**src/rtl/vec_pkg.sv**
```systemverilog
// Shared types and constants for the vector load/store unit.
// Lane count, lane-index width, FSM state encoding and the latched command.
package vec_pkg;

    localparam int VEC_LANES  = 16;
    localparam int LANE_IDX_W = 4;
    localparam int LANE_W     = 8;
    localparam int VRF_IDX_W  = 3;
    localparam int MEM_ADDR_W = 16;

    typedef enum logic [2:0] {
        ST_IDLE,
        ST_VRD,
        ST_MEM,
        ST_VWR,
        ST_DONE
    } state_e;

    typedef struct packed {
        logic                  store;
        logic [VRF_IDX_W-1:0]  vreg;
        logic [MEM_ADDR_W-1:0] base;
    } cmd_t;

    // Word address of one lane; the sum deliberately wraps at the address width.
    function automatic logic [MEM_ADDR_W-1:0] lane_addr(
        input logic [MEM_ADDR_W-1:0] base,
        input logic [LANE_IDX_W-1:0] idx
    );
        return base + MEM_ADDR_W'(idx);
    endfunction

endpackage

```
**src/rtl/vec_load_store.sv**
```systemverilog
// Moves whole vectors between word memory and the vector register file.
// One command at a time; one outstanding memory request per lane.
//
//  state   | meaning
//  IDLE    | ready for a command
//  VRD     | STORE: read VRF register into the lane buffer
//  MEM     | one memory request per lane, 16 in total
//  VWR     | LOAD: write the assembled lane buffer to the VRF
//  DONE    | one-cycle completion pulse, commands refused
module vec_load_store
    import vec_pkg::*;
#(
    parameter int VEC_SIZE        = LANE_W,
    parameter int VEC_INDEX_WIDTH = VRF_IDX_W,
    parameter int ADDR_WIDTH      = MEM_ADDR_W
) (
    input  logic                                  i_clk,
    input  logic                                  i_rst,
    input  logic                                  i_cmd_valid,
    output logic                                  o_cmd_ready,
    input  logic                                  i_cmd_store,
    input  logic [VEC_INDEX_WIDTH-1:0]            i_cmd_vreg,
    input  logic [ADDR_WIDTH-1:0]                 i_cmd_base,
    output logic                                  o_done,
    output logic                                  o_mem_req,
    output logic                                  o_mem_we,
    output logic [ADDR_WIDTH-1:0]                 o_mem_addr,
    output logic [VEC_SIZE-1:0]                   o_mem_wdata,
    input  logic                                  i_mem_ack,
    input  logic [VEC_SIZE-1:0]                   i_mem_rdata,
    output logic [VEC_INDEX_WIDTH-1:0]            o_vrf_raddr,
    input  logic [VEC_LANES-1:0][VEC_SIZE-1:0]    i_vrf_rdata,
    output logic                                  o_vrf_we,
    output logic [VEC_INDEX_WIDTH-1:0]            o_vrf_waddr,
    output logic [VEC_LANES-1:0][VEC_SIZE-1:0]    o_vrf_wdata
);

    state_e                               state_q, state_d;
    cmd_t                                 cmd_q, cmd_d;
    logic [LANE_IDX_W-1:0]                idx_q, idx_d;
    logic [VEC_LANES-1:0][VEC_SIZE-1:0]   lane_buf_q, lane_buf_d;

    logic                                 cmd_ready_q, cmd_ready_d;
    logic                                 done_q, done_d;
    logic                                 mem_req_q, mem_req_d;
    logic                                 mem_we_q, mem_we_d;
    logic [ADDR_WIDTH-1:0]                mem_addr_q, mem_addr_d;
    logic [VEC_SIZE-1:0]                  mem_wdata_q, mem_wdata_d;
    logic [VEC_INDEX_WIDTH-1:0]           vrf_raddr_q, vrf_raddr_d;
    logic                                 vrf_we_q, vrf_we_d;
    logic [VEC_INDEX_WIDTH-1:0]           vrf_waddr_q, vrf_waddr_d;

    logic                                 accept;
    logic                                 last_lane;

    assign accept    = i_cmd_valid && cmd_ready_q;
    assign last_lane = (idx_q == LANE_IDX_W'(VEC_LANES - 1));

    always_comb begin
        state_d    = state_q;
        cmd_d      = cmd_q;
        idx_d      = idx_q;
        lane_buf_d = lane_buf_q;

        case (state_q)
            ST_IDLE: begin
                if (accept) begin
                    cmd_d.store = i_cmd_store;
                    cmd_d.vreg  = i_cmd_vreg;
                    cmd_d.base  = i_cmd_base;
                    idx_d       = '0;
                    state_d     = i_cmd_store ? ST_VRD : ST_MEM;
                end
            end
            ST_VRD: begin
                lane_buf_d = i_vrf_rdata;
                state_d    = ST_MEM;
            end
            ST_MEM: begin
                // Acks only count while a request is actually outstanding.
                if (i_mem_ack && mem_req_q) begin
                    if (!cmd_q.store) begin
                        lane_buf_d[idx_q] = i_mem_rdata;
                    end
                    idx_d = idx_q + 1'b1;
                    if (last_lane) begin
                        state_d = cmd_q.store ? ST_DONE : ST_VWR;
                    end
                end
            end
            ST_VWR:  state_d = ST_DONE;
            ST_DONE: state_d = ST_IDLE;
            default: state_d = ST_IDLE;
        endcase
    end

    // Outputs are decoded from next-state values so they leave flops aligned with the state.
    always_comb begin
        cmd_ready_d = (state_d == ST_IDLE);
        done_d      = (state_d == ST_DONE);
        mem_req_d   = (state_d == ST_MEM);
        mem_we_d    = (state_d == ST_MEM) && cmd_d.store;
        mem_addr_d  = '0;
        mem_wdata_d = '0;
        vrf_raddr_d = '0;
        vrf_we_d    = (state_d == ST_VWR);
        vrf_waddr_d = '0;

        if (state_d == ST_MEM) begin
            mem_addr_d = lane_addr(cmd_d.base, idx_d);
            if (cmd_d.store) begin
                mem_wdata_d = lane_buf_d[idx_d];
            end
        end
        if (state_d == ST_VRD) begin
            vrf_raddr_d = cmd_d.vreg;
        end
        if (state_d == ST_VWR) begin
            vrf_waddr_d = cmd_d.vreg;
        end
    end

    always_ff @(posedge i_clk) begin
        if (!i_rst) begin
            state_q     <= ST_IDLE;
            cmd_q       <= '0;
            idx_q       <= '0;
            lane_buf_q  <= '0;
            cmd_ready_q <= 1'b1;
            done_q      <= 1'b0;
            mem_req_q   <= 1'b0;
            mem_we_q    <= 1'b0;
            mem_addr_q  <= '0;
            mem_wdata_q <= '0;
            vrf_raddr_q <= '0;
            vrf_we_q    <= 1'b0;
            vrf_waddr_q <= '0;
        end else begin
            state_q     <= state_d;
            cmd_q       <= cmd_d;
            idx_q       <= idx_d;
            lane_buf_q  <= lane_buf_d;
            cmd_ready_q <= cmd_ready_d;
            done_q      <= done_d;
            mem_req_q   <= mem_req_d;
            mem_we_q    <= mem_we_d;
            mem_addr_q  <= mem_addr_d;
            mem_wdata_q <= mem_wdata_d;
            vrf_raddr_q <= vrf_raddr_d;
            vrf_we_q    <= vrf_we_d;
            vrf_waddr_q <= vrf_waddr_d;
        end
    end

    assign o_cmd_ready = cmd_ready_q;
    assign o_done      = done_q;
    assign o_mem_req   = mem_req_q;
    assign o_mem_we    = mem_we_q;
    assign o_mem_addr  = mem_addr_q;
    assign o_mem_wdata = mem_wdata_q;
    assign o_vrf_raddr = vrf_raddr_q;
    assign o_vrf_we    = vrf_we_q;
    assign o_vrf_waddr = vrf_waddr_q;
    assign o_vrf_wdata = lane_buf_q;

endmodule

```
**config.mk**
```make
export PLATFORM = sky130hd
export DESIGN_NAME = vec_load_store
export DESIGN_NICKNAME = d
export VERILOG_FILES = /design/src/rtl/vec_pkg.sv /design/src/rtl/vec_load_store.sv
export SDC_FILE = /design/constraint.sdc
export NUM_CORES = 1
export LEC_CHECK = 0
export CAP_MARGIN = 25
export CORE_ASPECT_RATIO = 0.5
export CORE_MARGIN = 3
export CORE_UTILIZATION = 25
export DETAILED_ROUTE_END_ITERATION = 10
export GPL_ROUTABILITY_DRIVEN = 0
export SLEW_MARGIN = 10
export SYNTH_ARGS = -nofsm -noshare
export SYNTH_HDL_FRONTEND = slang
export SYNTH_SLANG_ARGS = --single-unit
```
**constraint.sdc**
```tcl
create_clock -name i_clk -period 8.85 [get_ports i_clk]
set_clock_uncertainty 0.05 [all_clocks]
set_input_delay 1.77 -clock i_clk [delete_from_list [all_inputs] [get_ports i_clk]]
set_output_delay 1.77 -clock i_clk [all_outputs]
set_load 0.01 [all_outputs]
```
==> reports/summary.txt <==
status: finished, final reports clean
worst reg2reg path depth: 12
hold endpoint: o_vrf_wdata[72]$_SDFF_PN0_
cts repair resizes: 0
Leakage: 5.15 nW
Crit Reg-Reg Startpoint: o_mem_req$_SDFF_PN0_
hold_sp: o_vrf_wdata[72]$_SDFF_PN0_
top post-synthesis cells by area: dfxtp_1 (40%), and2_1 (13%), a221o_1 (9.1%), mux2i_1 (4.5%), nor2_1 (4.1%)
Crit path buffers/inverters: 2
unrepaired setup endpoints after global routing: false
Initial Util: 25.8%
Critical Path Max Stage Delay: 780 ps
Max Fclk: 165 MHz
worst flop-to-flop path endpoint: o_mem_addr[12]$_SDFF_PN0_
Vias: 9639
Main synth FF type: dfxtp_1
PortBufs: 322
Max-slew headroom: 26.7%
DRC viols: 0
vias in the first global route: 9276
Post-CTS Hold Buffers: 0
min cycle time layout: 6050 ps
dpl hpwl: 32200 um
CTS tree: built
clock latency on the worst-skew pair: 460 ps
largest net degree at the start of global routing: 96
Seq cells post-synth: 190
Crit path max-delay family: buffers and inverters
vias per std cell: 5.24
Crit path arrival time: 6320 ps
ANT nets after route: 0
clk sinks: 190
routed length per placed instance: 23.4 um
DR iter-0 viols: 885
clock share of power: 38.1%
Crit. End Element: flop
CORE AREA: 36500 um^2
sequential share of power: 43.1%
Die W: 281 um
Critical Path RT: 9120 ps
Setup CP Type: input pin to flop
GRT Residual Overflow: 0
Synth Instances: 1053
number of fill cells: 3795
Mean Syn Cell Area: 8.96 um^2
fin. max-slew vios: 0
Placed Area: 13100 um^2
initial antenna violation count: 2
Synth Cell Area: 9430 um^2
Switching Share: 28.1%
Final setup viols: 0
setup ws final: 2800 ps
Max Root-Sink Buffers: 2
Yosys top cell area share: 40.3%
die area: 40200 um^2
# IOs: 323
drt first pass iters: 5
Worst-Margin Slew: 1100 ps
hold depth: 2
setup repair bufs after CTS: 0
layout cells sized above 1: 6.34%
Yosys warning count: 0
commonest cells after routing, fill and taps aside: clkdlybuf4s50_1 (321), dfxtp_1 (190), and2_1 (189)
Synth area leader: dfxtp_1
# rows: 49
crit share post-route: 68.4%
Setup crit start kind: input pin
All-Layer GR Usage: 20.8%
crit path cell chain: clkdlybuf4s50_1 > nor4bb_1 > a22o_1 > a22o_1 > clkinv_1 > fa_1 > nor2b_1 > o21ai_0 > nand2b_1 > o221ai_1 > nand2b_1 > nor4_1 > nor3_1
# Max-Cap Violations: 0
Die Ht: 143 um
post-synth cell types: 62
Max H-tree Level: 4
Layout area overhead: 45.7%
final count of hold timing violations: 0
Pwr Density: 154 nW/um^2
Cell Int Power: 1.53 mW
root buffer cell: clkbuf_16
Reg clk slew, reported paths: 70 ps
logic gate share of total power: 18.8%
maximum vdd drop: 0.120 mV
Async SR Flop Fraction: 0%
P_sw: 0.596 mW
CP Max Fanout: 19
Post-Route WL: 43200 um
Post-synth EDFFs: 0
post-route setup TNS: 0 ps
syn_nets: 1222
first-pass GRT wire length: 62000 um
commonest non-fill, non-tap cell in the layout: clkdlybuf4s50_1
Hold Path Class: flop to flop
Num CTS Buffers: 17
FF-to-FF setup slack: 4140 ps
nets: 1512
sequential cell area fraction in the yosys report: 40.3%
Post-Layout Inst Area: 13700 um^2
CP max-delay cell: clkinv_1
pre-CTS WS: 2500 ps
==> synthesized netlist by cell type, types with 5 or more instances <==
cell       number
a221o_1        86
nor2_1        104
buf_2          15
buf_1          10
a22oi_1        32
mux2i_1        42
nand4b_1        6
a221oi_1        5
inv_1          10
nor3_1         23
and2_1        189
a31oi_1        17
nand2_1        76
dfxtp_1       190
a22o_1         16
a21oi_1        45
a211oi_1        6
o21ai_0        15
nor3_2          8
xnor2_1         8
and3_1          5
clkbuf_1       46
nand3_1        12
o221ai_1        6
o2111ai_1       6
ha_1            8
==> tightest hold or removal path, cell delays in order (launching register included) <==
cell	delay [ps]
dfxtp_1	310
nand2_1	70
a21oi_1	60
==> cells by family (layout without fill, tap and decap cells) <==
group,count (synthesis),after routing,synth area share [%]
AOI/OAI and AO/OA,255,255,21.5
xor gates and xnor gates,12,12,1.11
adders and majority gates,9,9,1.27
buffers and inverters,87,390,3.91
DFF,190,190,40.3
muxes,47,47,5.53
other,0,1,0
and+or+nand+nor,453,453,26.4
==> how the worst max path moves through the flow <==
stage,start,to,slack (ps),cells after the start
after global routing,i_mem_ack,o_mem_addr[12]$_SDFF_PN0_,2590,13
final,i_mem_ack,o_mem_addr[12]$_SDFF_PN0_,2800,13
after global placement,i_mem_ack,o_mem_addr[12]$_SDFF_PN0_,2650,13
after floorplan,i_cmd_valid,o_mem_addr[15]$_SDFF_PN0_,3940,14
after CTS,i_mem_ack,o_mem_addr[12]$_SDFF_PN0_,2990,13
after detailed placement,i_mem_ack,o_mem_addr[12]$_SDFF_PN0_,2500,13
==> power groups by stage <==
stage	registers, mW	clock network [mW]	logic [mW]
after floorplan	0.938	0	0.182
after global placement	0.934	0	0.394
after detailed placement	0.934	0	0.394
after CTS	0.915	0.824	0.396
after global routing	0.919	0.856	0.423
final	0.915	0.809	0.399
==> metal layers <==
layer / GRT usage, % / wire (um) / up-vias / share of wire, %
li1: - / - / 4422 / -
met1: 25.5 / 17300 / 4777 / 40
met2: 37.0 / 21900 / 360 / 51
met3: 3.46 / 2560 / 80 / 5.9
met4: 8.09 / 1450 / 0 / 3.3
met5: 0 / 0 / - / 0
==> per-stage QoR <==
| step | instances | power, mW | hold slack, ps | utilization [%] |
|---|---|---|---|---|
| global placement | 1803 | 1.33 | 420 | 35.8 |
| global route | 1841 | 2.20 | 451 | 37.6 |
| floorplan | 1053 | 1.12 | 425 | - |
| CTS | 1838 | 2.14 | 429 | 37.6 |
| finish | 1841 | 2.12 | 430 | 37.6 |
| detailed placement | 1806 | 1.33 | 419 | 35.9 |
==> layout make-up <==
type | count | area (um^2) | share of cell area (%)
antenna | 1 | 2.50 | 0.0182
clock buffer | 21 | 470 | 3.42
clock inverter | 11 | 130 | 0.947
inverter | 13 | 50.0 | 0.364
multi-input combinational | 776 | 5290 | 38.5
sequential | 190 | 3800 | 27.7
tap | 484 | 606 | 4.41
timing repair buffer | 345 | 3400 | 24.7
==> state kept, by name, summed over array words and instances, names as in the netlist <==
name and count:
o_mem_we 1, state_q 3, o_done 1, o_vrf_raddr 3, o_mem_req 1, o_cmd_ready 1, o_vrf_we 1, o_vrf_wdata 128
cmd_q 20, idx_q 4, o_mem_addr 16, o_vrf_waddr 3, o_mem_wdata 8
(Power assumes the default switching activity.)
